==> src/rtl/sb_cfg_pkg.sv <==
// Shared state encoding, size defaults and helpers for the switch-block
// configuration loader.
package sb_cfg_pkg;

    localparam int NUM_MEMS_DEF     = 18;
    localparam int BITS_PER_MEM_DEF = 2;
    localparam int DEC_W_DEF        = 5;
    localparam int BYTE_W_DEF       = 8;

    typedef enum logic [2:0] {
        ST_IDLE   = 3'd0,
        ST_LOAD   = 3'd1,
        ST_SETUP  = 3'd2,
        ST_STROBE = 3'd3,
        ST_DONE   = 3'd4
    } state_e;

    function automatic int total_bits(input int num_mems, input int bits_per_mem);
        return num_mems * bits_per_mem;
    endfunction

endpackage

==> src/rtl/sb_cfg_bank_loader_if.sv <==
// Byte stream carrying the configuration bitstream into the loader.
interface sb_cfg_bank_loader_if
    import sb_cfg_pkg::*;
#(
    parameter int BYTE_W = BYTE_W_DEF
);

    logic [BYTE_W-1:0] in_data;
    logic              in_valid;
    logic              in_ready;

    modport master (output in_data, output in_valid, input in_ready);
    modport slave  (input in_data, input in_valid, output in_ready);

endinterface

==> src/rtl/sb_cfg_byte_shifter.sv <==
// Holds the byte being written out; bit 0 of the register is the bit
// currently on data_in, bit 1 is the one that follows it.
module sb_cfg_byte_shifter
    import sb_cfg_pkg::*;
#(
    parameter int BYTE_W = BYTE_W_DEF
) (
    input  logic              clk,
    input  logic              rst_n,
    input  logic              i_load,
    input  logic              i_shift,
    input  logic [BYTE_W-1:0] i_byte,
    output logic              o_next_bit,
    output logic              o_empty
);

    logic [BYTE_W-1:0] r_sh;
    logic [2:0]        r_left;

    // Rotating rather than zero-filling keeps every bit observable; only
    // r_left decides how many bits are still meaningful.
    always_ff @(posedge clk or negedge rst_n) begin
        if (!rst_n) begin
            r_sh   <= '0;
            r_left <= '0;
        end else if (i_load) begin
            r_sh   <= i_byte;
            r_left <= 3'(BYTE_W - 1);
        end else if (i_shift) begin
            r_sh   <= {r_sh[0], r_sh[BYTE_W-1:1]};
            r_left <= (r_left != 3'd0) ? r_left - 3'd1 : 3'd0;
        end
    end

    assign o_next_bit = r_sh[1];
    assign o_empty    = (r_left == 3'd0);

endmodule

==> src/rtl/sb_cfg_bank_loader.sv <==
// Streams configuration bytes into the switch block's mux memories, one
// SETUP/STROBE bit write at a time, and pulses done after the last bit.
module sb_cfg_bank_loader
    import sb_cfg_pkg::*;
#(
    parameter int NUM_MEMS     = NUM_MEMS_DEF,
    parameter int BITS_PER_MEM = BITS_PER_MEM_DEF,
    parameter int DEC_W        = DEC_W_DEF,
    parameter int BYTE_W       = BYTE_W_DEF
) (
    input  logic                 prog_clk,
    input  logic                 prog_rst_n,
    input  logic                 start,
    input  logic                 abort,
    sb_cfg_bank_loader_if.slave  s_in,
    output logic                 enable,
    output logic [DEC_W:0]       address,
    output logic                 data_in,
    output logic                 busy,
    output logic                 done
);

    localparam int        TOTAL  = total_bits(NUM_MEMS, BITS_PER_MEM);
    localparam logic [5:0] LAST_K = 6'(TOTAL - 1);

    state_e         r_state;
    state_e         w_nxt;
    logic [5:0]     r_k;
    logic [DEC_W:0] r_addr;
    logic           r_data;
    logic           r_enable;
    logic           r_in_ready;
    logic           r_busy;
    logic           r_done;
    logic           w_last;
    logic           w_load;
    logic           w_shift;
    logic           w_next_bit;
    logic           w_empty;

    // address[0] picks the bit within a memory; address[1..DEC_W] carry
    // the memory index with address[1] as its most significant bit.
    function automatic logic [DEC_W:0] form_addr(input logic [5:0] k);
        logic [DEC_W:0] a;
        logic [5:0]     q;
        q    = k >> 1;
        a[0] = k[0];
        for (int i = 1; i <= DEC_W; i++) a[i] = q[DEC_W-i];
        return a;
    endfunction

    assign w_last  = (r_k == LAST_K);
    assign w_load  = (r_state == ST_LOAD) && (w_nxt == ST_SETUP);
    assign w_shift = (r_state == ST_STROBE) && !abort;

    always_comb begin
        w_nxt = r_state;
        if (abort) begin
            w_nxt = ST_IDLE;
        end else begin
            case (r_state)
                ST_IDLE:   if (start) w_nxt = ST_LOAD;
                ST_LOAD:   if (s_in.in_valid) w_nxt = ST_SETUP;
                ST_SETUP:  w_nxt = ST_STROBE;
                ST_STROBE: begin
                    if (w_last)       w_nxt = ST_DONE;
                    else if (w_empty) w_nxt = ST_LOAD;
                    else              w_nxt = ST_SETUP;
                end
                ST_DONE:   w_nxt = ST_IDLE;
                default:   w_nxt = ST_IDLE;
            endcase
        end
    end

    // Outputs are flopped from the next state so the strobe is glitch-free.
    always_ff @(posedge prog_clk or negedge prog_rst_n) begin
        if (!prog_rst_n) begin
            r_state    <= ST_IDLE;
            r_k        <= '0;
            r_addr     <= '0;
            r_data     <= 1'b0;
            r_enable   <= 1'b0;
            r_in_ready <= 1'b0;
            r_busy     <= 1'b0;
            r_done     <= 1'b0;
        end else begin
            r_state    <= w_nxt;
            r_enable   <= (w_nxt == ST_STROBE);
            r_in_ready <= (w_nxt == ST_LOAD);
            r_busy     <= (w_nxt != ST_IDLE);
            r_done     <= (w_nxt == ST_DONE);
            if ((r_state == ST_IDLE) && (w_nxt == ST_LOAD)) begin
                r_k <= '0;
            end else if (w_shift) begin
                r_k <= r_k + 6'd1;
            end
            if (w_nxt == ST_SETUP) begin
                if (r_state == ST_LOAD) begin
                    r_addr <= form_addr(r_k);
                    r_data <= s_in.in_data[0];
                end else begin
                    r_addr <= form_addr(r_k + 6'd1);
                    r_data <= w_next_bit;
                end
            end
        end
    end

    sb_cfg_byte_shifter #(
        .BYTE_W (BYTE_W)
    ) u_shifter (
        .clk        (prog_clk),
        .rst_n      (prog_rst_n),
        .i_load     (w_load),
        .i_shift    (w_shift),
        .i_byte     (s_in.in_data),
        .o_next_bit (w_next_bit),
        .o_empty    (w_empty)
    );

    assign s_in.in_ready = r_in_ready;
    assign enable        = r_enable;
    assign address       = r_addr;
    assign data_in       = r_data;
    assign busy          = r_busy;
    assign done          = r_done;

endmodule

==> src/flat_wrapper.sv <==
// flat-port wrapper written by rule: the top's interface ports become plain ports
module sb_cfg_bank_loader_flat import sb_cfg_pkg::*;
#(
    parameter int NUM_MEMS     = NUM_MEMS_DEF,
    parameter int BITS_PER_MEM = BITS_PER_MEM_DEF,
    parameter int DEC_W        = DEC_W_DEF,
    parameter int BYTE_W       = BYTE_W_DEF
)
  (prog_clk, prog_rst_n, start, abort, enable, address, data_in, busy, done, s_in_in_data, s_in_in_valid, s_in_in_ready);
  sb_cfg_bank_loader_if #(.BYTE_W(BYTE_W)) s_in_i ();
  input  logic prog_clk;
  input  logic prog_rst_n;
  input  logic start;
  input  logic abort;
  output logic enable;
  output logic [DEC_W:0] address;
  output logic data_in;
  output logic busy;
  output logic done;
  input wire logic [$bits(s_in_i.in_data)-1:0] s_in_in_data;
  input wire logic [$bits(s_in_i.in_valid)-1:0] s_in_in_valid;
  output wire logic [$bits(s_in_i.in_ready)-1:0] s_in_in_ready;
  assign s_in_i.in_data = s_in_in_data;
  assign s_in_i.in_valid = s_in_in_valid;
  assign s_in_in_ready = s_in_i.in_ready;
  sb_cfg_bank_loader #(.NUM_MEMS(NUM_MEMS), .BITS_PER_MEM(BITS_PER_MEM), .DEC_W(DEC_W), .BYTE_W(BYTE_W)) u_core (.prog_clk(prog_clk), .prog_rst_n(prog_rst_n), .start(start), .abort(abort), .s_in(s_in_i), .enable(enable), .address(address), .data_in(data_in), .busy(busy), .done(done));
endmodule
==> config.mk <==
export PLATFORM = sky130hd
export DESIGN_NAME = sb_cfg_bank_loader_flat
export DESIGN_NICKNAME = d
export VERILOG_FILES = /design/src/rtl/sb_cfg_pkg.sv /design/src/rtl/sb_cfg_bank_loader_if.sv /design/src/rtl/sb_cfg_byte_shifter.sv /design/src/rtl/sb_cfg_bank_loader.sv /design/src/flat_wrapper.sv
export SDC_FILE = /design/constraint.sdc
export NUM_CORES = 1
export LEC_CHECK = 0
export CAP_MARGIN = 20
export CELL_PAD_IN_SITES_DETAIL_PLACEMENT = 1
export CELL_PAD_IN_SITES_GLOBAL_PLACEMENT = 1
export CORE_MARGIN = 8
export CORE_UTILIZATION = 35
export CTS_BUF_LIST = sky130_fd_sc_hd__clkbuf_8
export DETAILED_ROUTE_END_ITERATION = 12
export PLACE_DENSITY = 0.69
export SLEW_MARGIN = 20
export SYNTH_ARGS = -nofsm -noshare
export SYNTH_HDL_FRONTEND = slang
export SYNTH_SLANG_ARGS = --single-unit
export TNS_END_PERCENT = 30
==> constraint.sdc <==
create_clock -name prog_clk -period 4.6 [get_ports prog_clk]
set_input_delay 1.15 -clock prog_clk [delete_from_list [all_inputs] [get_ports prog_clk]]
set_output_delay 1.15 -clock prog_clk [all_outputs]
set_load 0.02 [all_outputs]
After elaboration in Yosys (flattened, before gate mapping)
Index checks and enable logic that the tools add are counted.

Logic and storage cells: 45. Bits in registers: 31. Output and inout bits: 11. Input bits: 13.

Add/sub/neg operators: 2. Muxes and demuxes: 15. Equal/unequal tests: 8. Reductions and logical operators: 10.

Operators with widths (count): 3-bit two-way mux (7); 6-bit two-way mux (3); 8-bit two-way mux (2); 3-bit by 2-bit == test with 1-bit output (second input constant) (4); 3-bit case mux with 4 select lines (1); 6-bit by 1-bit adder with 6-bit output (second input constant) (1); 3-bit by 1-bit == test with 1-bit output (second input constant) (2); 6-bit == test (second input constant) (1); 3-bit logical NOT (2); 3-bit nonzero test (2); 2-bit nonzero test (2); 3-bit == test (second input constant) (1); 1-bit logical AND (3); 3-bit by 1-bit subtractor with 3-bit output (second input constant) (1); 2-bit two-way mux (1); 1-bit logical NOT (1); 1-bit two-way mux (1).

Longest topological paths before layout
Gate-level depths: netlist of the first run.

Depth in word-level cells: 8. Depth in mapped cells: 7. Gate-level depth less buffers: 6.

Modules after synthesis
From an unflattened synthesis of the first run, not the netlist that was laid out.

Cell total of the unflattened synthesis: 147. Area total of the unflattened synthesis: 1581.5 um^2.

Modules (own cells, without submodules): sb_cfg_bank_loader (cells each 96, instances 1, area each 1034.7 um^2, seq. area each 500.5 um^2); sb_cfg_byte_shifter (cells each 51, instances 1, area each 546.8 um^2, seq. area each 275.3 um^2).

Worst setup path before layout of the first run
OpenSTA, ideal clock, no wires.

Path kind: input-to-reg. From: input start. To: register u_core.r_addr[0] (netlist: u_core.address[0]). Setup slack: 2.301 ns. Setup time: 0.125 ns. Data required time: 4.475 ns. Buffers on the path: 0. Arrival: 2.174 ns. Cell stages on the path: 4. Cell sequence: nor3_1 > nor2_1 > a211oi_4 > mux2_2.

Cells in the longest elaborated chain, start to end: 4.

RTL lines: start: declaration (line flat_wrapper.sv:13) `input logic start;`; 3-bit two-way mux (line sb_cfg_bank_loader.sv:62) `ST_IDLE: if (start) w_nxt = ST_LOAD;`; 3-bit case mux with 4 select lines (line sb_cfg_bank_loader.sv:61) `case (r_state)`; 3-bit two-way mux (line sb_cfg_bank_loader.sv:58) `if (abort) begin`; 3-bit by 2-bit == test with 1-bit output (line sb_cfg_bank_loader.sv:98) `if (w_nxt == ST_SETUP) begin`; end signal: assignment (line sb_cfg_bank_loader.sv:100) `r_addr <= form_addr(r_k);`; end signal: assignment (line sb_cfg_bank_loader.sv:103) `r_addr <= form_addr(r_k + 6'd1);`; end: declaration (line sb_cfg_bank_loader.sv:29) `logic [DEC_W:0] r_addr;`.

Every way passes these cells. A chain may end at the register's enable or synchronous reset.

Worst setup path after layout of the first run
From: input abort. To: register u_core.u_shifter.r_left[1].

Cells in the longest elaborated chain, start to end: 4. Elaborated cells on any way between the ends: 7. Classes of those cells: eq/ne (1); mux (2); reduce/logical (4).

RTL lines: start: declaration (line flat_wrapper.sv:14) `input logic abort;`; 3-bit two-way mux (line sb_cfg_bank_loader.sv:58); 3-bit by 2-bit == test with 1-bit output (line sb_cfg_bank_loader.sv:53) `assign w_load = (r_state == ST_LOAD) && (w_nxt == ST_SETUP);`; 1-bit logical AND (line sb_cfg_bank_loader.sv:53); 3-bit two-way mux or 2-bit nonzero test (tied branches); end signal: assignment (line sb_cfg_byte_shifter.sv:28) `r_left <= 3'(BYTE_W - 1);`; end signal: assignment (line sb_cfg_byte_shifter.sv:31) `r_left <= (r_left != 3'd0) ? r_left - 3'd1 : 3'd0;`; end: declaration (line sb_cfg_byte_shifter.sv:18) `logic [2:0] r_left;`.

Parallel ways exist; a longest one is shown, timed or not.

==> metrics, run 1 <==
clock latency on the worst-skew pair a little under 300 ps; Routed Antenna Nets 0; arrival time worst endpoint around 3300 ps; total gr overflow 0; outcome complete, no violations; # Post-CTS Setup Buffers 0; startpoint types input pin; via count approximately 1100; maximum VDD drop between 0.15 and 0.2 mV; Ant. Diodes 0; Final setup viols 0; share of the synthesized area in the top cell type 50.0%; clk_skew approximately 4.1 ps; power share of the combinational group between 20% and 30%; mean post-synth cell area ~11 sq um; Worst-path clk slew 70 ps; row cnt 24; vias in the first global route around 1200; number of hold buffers added after cts 0; final worst slack roughly 1600 ps; CTS tree built; clock network fraction of total power just over 30%; WS Path Type input pin to flop; Final min period between 3000 and 4000 ps; fin nets about 180; root buffer cell clkbuf_8; Sequential Power Share a little under half; sw frac between 20% and 30%; HPWL after DPL 2460 um; IO Port Bufs 23; Post-Synthesis Cells about 140; die height a little over 80 um; first-pass GRT wire length 5990 um; DR iter-0 viols 46; clock sink count 31; RSZ-0062 raised after global routing false; Tcrit/Tclk final approximately two thirds; placer congestion estimate roughly 0.77; setup TNS 0 ps; Distinct cells, synth 33; die width a little over 80 um; Longest Clk Path Bufs 2; Leakage between 0.8 and 0.9 nW; Worst Setup End Kind flop; initial antenna violation count 0; sequential share of the synthesized area between 40% and 50%; core box area about 0.0043 sq mm; Layout area overhead 22.8%; Int Pwr roughly 0.00055 W; Total Wirelength approximately 3400 um; Max Cap Viol 0; CTS resizes 0; area of the die 0.00682 sq mm; Mapped Area about 0.0016 sq mm; net switching power roughly 0.00023 W; Tot GR Track Use about an eighth; Ys Warns 0; layout cells sized above 1 between 10% and 20%; synth top area cells dfrtp_1 (50%), mux2_2 (5.8%), mux2i_1 (5.2%), nor2_1 (3.6%), nand2_1 (3.4%); largest net degree at the start of global routing 32; fmax ~330 MHz; Final Max Slew Viols 0; Routed WL per cell between 15 and 20 um; Hold WC Path Type flop to flop; cts bufs inserted 5; DRC errors left 0; crit-path max FO 18; Power Dens Cells slightly above 400 mW/mm^2; Syn Nets approximately 160; TritonRoute pass-1 iters 4; Ports 24; Rel. slew slack around 38%; vias per cell 5.04; Fin. Hold Viols 0; Yosys top cell by area dfrtp_1; Fillers a little under 500; required time of the critical path approximately 4800 ps; Tightest Pin Transition 918 ps; H-tree depth 2; Starting Density 35.9%; synthesized flop and latch total 31; pre-CTS setup slack 1250 ps
## worst max-delay path, stage by stage
cell	delay [ps]
clkdlybuf4s50_1	460
nand4bb_1	840
or4_1	710
nand3b_1	100
## per-stage QoR
step	total power (W)	cell area [sq um]	utilization (%)	std cells	hold slack, ps
after floorplan	0.000480	1550	-	142	489
after global placement	0.000540	1810	41.8	211	473
after detailed placement	0.000554	1810	41.8	211	498
after CTS	0.000798	1910	44.1	219	518
after global routing	0.000829	1910	44.1	219	534
final	0.000783	1910	44.1	219	509
## final timing paths
kind	startpoint	endpoint	slack [ps]	cells after the start
worst max register to register	u_core.r_state[2]	u_core.u_shifter.r_left[1]	2460	3
worst max-delay path	abort	u_core.u_shifter.r_left[1]	1570	4
min in group asynchronous	prog_rst_n	u_core.u_shifter.r_left[1]	1260	2
max in group asynchronous	prog_rst_n	u_core.r_k[3]	3030	2
worst min-delay path	u_core.data_in	u_core.data_in	510	1
worst min register to register	u_core.data_in	u_core.data_in	510	1
## power groups by stage
stage,Combinational [W],Sequential [W],Clock (W)
5_1_grt,0.000188,0.000384,0.000257
4_1_cts,0.000174,0.000377,0.000247
3_5_place_dp,0.000172,0.000382,0
6_report,0.000169,0.000375,0.000239
3_3_place_gp,0.000163,0.000377,0
2_1_floorplan,0.0000960,0.000384,0
## cells in the final DEF (no fill, tap or decap), types with 3 or more instances in the layout
cell type         n
nand3b_1          3
clkbuf_8          7
xor2_1            4
mux2i_1           8
mux2_2            8
clkdlybuf4s50_1  23
nor2_1           15
xnor2_1           6
dfrtp_1          31
o21ai_0          10
o211a_1           3
ha_1              3
inv_1             5
nor3_1            6
nand2_1          14
## cell families (layout without fill, tap and decap cells)
family / after synthesis / in the layout / synth area share [%]
buf+inv: 11 / 36 / 4.11
flops: 31 / 31 / 50.0
fa+ha+maj: 3 / 3 / 2.42
xor+xnor: 10 / 10 / 5.64
compound gates: 20 / 20 / 9.43
mux: 17 / 17 / 11.7
simple gates: 50 / 50 / 16.8
## Yosys cell counts (all sizes together)
cell type / count
nor2b: 1
dfrtp: 31
inv: 4
nor3b: 1
nand3: 2
o21ai: 10
nor3: 6
ha: 3
a211o: 1
mux2i: 8
or4: 1
nand3b: 3
nand2: 14
o211a: 3
nand4bb: 2
mux2: 9
buf: 6
nor2: 15
clkbuf: 1
a211oi: 1
o21a: 1
nand2b: 2
o211ai: 1
a21oi: 2
and4bb: 1
and3b: 1
or2: 1
xor2: 4
a21o: 1
xnor2: 6
## state kept, by name, summed over array words and instances, names as in the netlist
register and cells:
u_core.data_in 1, u_core.u_shifter.r_sh 8, u_core.s_in.in_ready 1, u_core.address 6, u_core.done 1, u_core.u_shifter.r_left 3, u_core.r_k 6, u_core.r_state 3
u_core.busy 1, u_core.enable 1
## routing by layer
layer,up-vias,track usage (%),share of wire (%)
li1,528,-,-
met1,550,13.5,44
met2,20,18.3,49
met3,6,4.44,5.7
met4,0,6.21,2.2
met5,-,0,0
## final cells by class
cell class / instances / area [sq um] / area share [%]
clock buffers: 7 / 96.3 / 5.05
flip-flops and latches: 31 / 776 / 40.7
repair buffers: 24 / 238 / 12.5
multi-input cells: 100 / 713 / 37.4
inverters: 4 / 15.0 / 0.787
well taps: 52 / 65.1 / 3.41
clock inverters: 1 / 3.75 / 0.197
Note: power is estimated with default switching activity, not from simulation.
==> inputs of run 2 (changes only) <==
Settings changed: PLACE_DENSITY 0.69 to 0.71.
Clock period 4.6 ns to 2.5 ns, I/O delays scaled along.
==> run 2 against run 1 <==
Compared with the run above: first-iteration DRC count rose by 63%; via count rose by 2.0%; wire length rose by 6.4%; die area did not move.
==> metrics, run 2 (same netlist as run 1, synthesis figures left out) <==
setup TNS 0 ps; TritonRoute pass-1 iters 4; largest net degree at the start of global routing 32; Ports 24; total gr overflow 0; clk_skew around 8.3 ps; HPWL after DPL between 2000 and 3000 um; Worst-path clk slew 60 ps; initial antenna violation count 0; via count between 1000 and 1500; Max Cap Viol 0; root buffer cell clkbuf_8; IO Port Bufs 23; Routed Antenna Nets 0; CTS tree built; Longest Clk Path Bufs 2; leading cell type in the layout, fill and taps excluded dfrtp_1; vias in the first global route ~1300; Largest Register u_core.u_shifter.r_sh; # Post-CTS Setup Buffers 0; placer congestion estimate around 0.85; fin nets around 180; Layout area overhead 23.8%; Final min period approximately 2200 ps; DR iter-0 viols 75; die height approximately 83 um; fmax approximately 460 MHz; Rel. slew slack between 60% and 70%; final worst slack approximately 310 ps; clock latency on the worst-skew pair about 280 ps; startpoint types input pin; fin area about 0.0019 sq mm; Tightest Pin Transition 581 ps; Power Dens Cells between 700 and 800 mW/mm^2; Tcrit/Tclk final 87.8%; DP Area 0.00182 sq mm; area of the die 0.00682 sq mm; Routed WL per cell approximately 17 um; number of hold buffers added after cts 0; WS Path Type input pin to flop; clock sink count 31; crit-path max FO 7; die width 82.6 um; WHS between 500 and 600 ps; DRC errors left 0; row cnt 24; core box area roughly 0.0043 sq mm; pre-CTS setup slack approximately 11 ps; maximum VDD drop roughly 0.39 mV; Worst Setup End Kind flop; Leakage roughly 0.90 nW; first-pass GRT wire length 6310 um; Tot GR Track Use about an eighth; Starting Density ~36%; required time of the critical path between 2000 and 3000 ps; vias per cell 5.10; Total Wirelength 3660 um; arrival time worst endpoint about 2400 ps; Hold WC Path Type flop to flop; Ant. Diodes 0; Fin. Hold Viols 0; Final Max Slew Viols 0; Largest register FFs 8; CTS resizes 0; most frequent cells in the layout dfrtp_1 (31), clkdlybuf4s50_1 (23), nor2_1 (15); layout cells sized above 1 between 10% and 20%; outcome complete, no violations; Final Util 44.4%; cts bufs inserted 5; RSZ-0062 raised after global routing false; H-tree depth 2; Final setup viols 0
==> run 2: area by class of cell <==
class | instances | area [sq um]
tap | 52 | 65.1
timing repair buffer | 26 | 253
clock inverter | 1 | 3.75
sequential | 31 | 776
multi-input combinational | 100 | 713
fill | 468 | 2400
inverter | 4 | 15.0
clock buffer | 7 | 96.3
==> run 2: final timing paths <==
| check | end | slack [ps] | depth (start not counted) | start |
|---|---|---|---|---|
| worst min register to register | u_core.address[1] | 510 | 1 | u_core.address[1] |
| min in group asynchronous | u_core.enable | 730 | 2 | prog_rst_n |
| max in group asynchronous | u_core.r_k[5] | 1470 | 2 | prog_rst_n |
| worst max-delay path | u_core.address[2] | 310 | 5 | s_in_in_valid |
| worst max register to register | u_core.address[2] | 370 | 5 | u_core.r_k[0] |
| worst min-delay path | u_core.address[1] | 510 | 1 | u_core.address[1] |
==> run 2: routing by layer <==
| layer | wire length [um] | global-route usage (%) | vias up |
|---|---|---|---|
| li1 | - | - | 536 |
| met2 | 1870 | 20.3 | 24 |
| met3 | 198 | 4.44 | 6 |
| met4 | 47 | 4.48 | 0 |
| met5 | 0 | 0 | - |
| met1 | 1550 | 14.2 | 560 |
==> run 2: stage by stage <==
step           total power (W)  std cells
2_1_floorplan         0.000883        142
3_3_place_gp          0.000996        213
3_5_place_dp           0.00103        213
4_1_cts                0.00147        221
5_1_grt                0.00154        221
6_report               0.00144        221
==> run 2: worst max-delay path: stages <==
cell,delay [ps]
clkdlybuf4s50_1,490
nand3b_1,90
a21o_1,260
a211oi_4,480
mux2_2,400
==> run 2: power by group <==
group | internal [W] | switching [W]
logic | 0.000159 | 0.000154
clock network | 0.000247 | 0.000181
registers | 0.000615 | 0.0000828
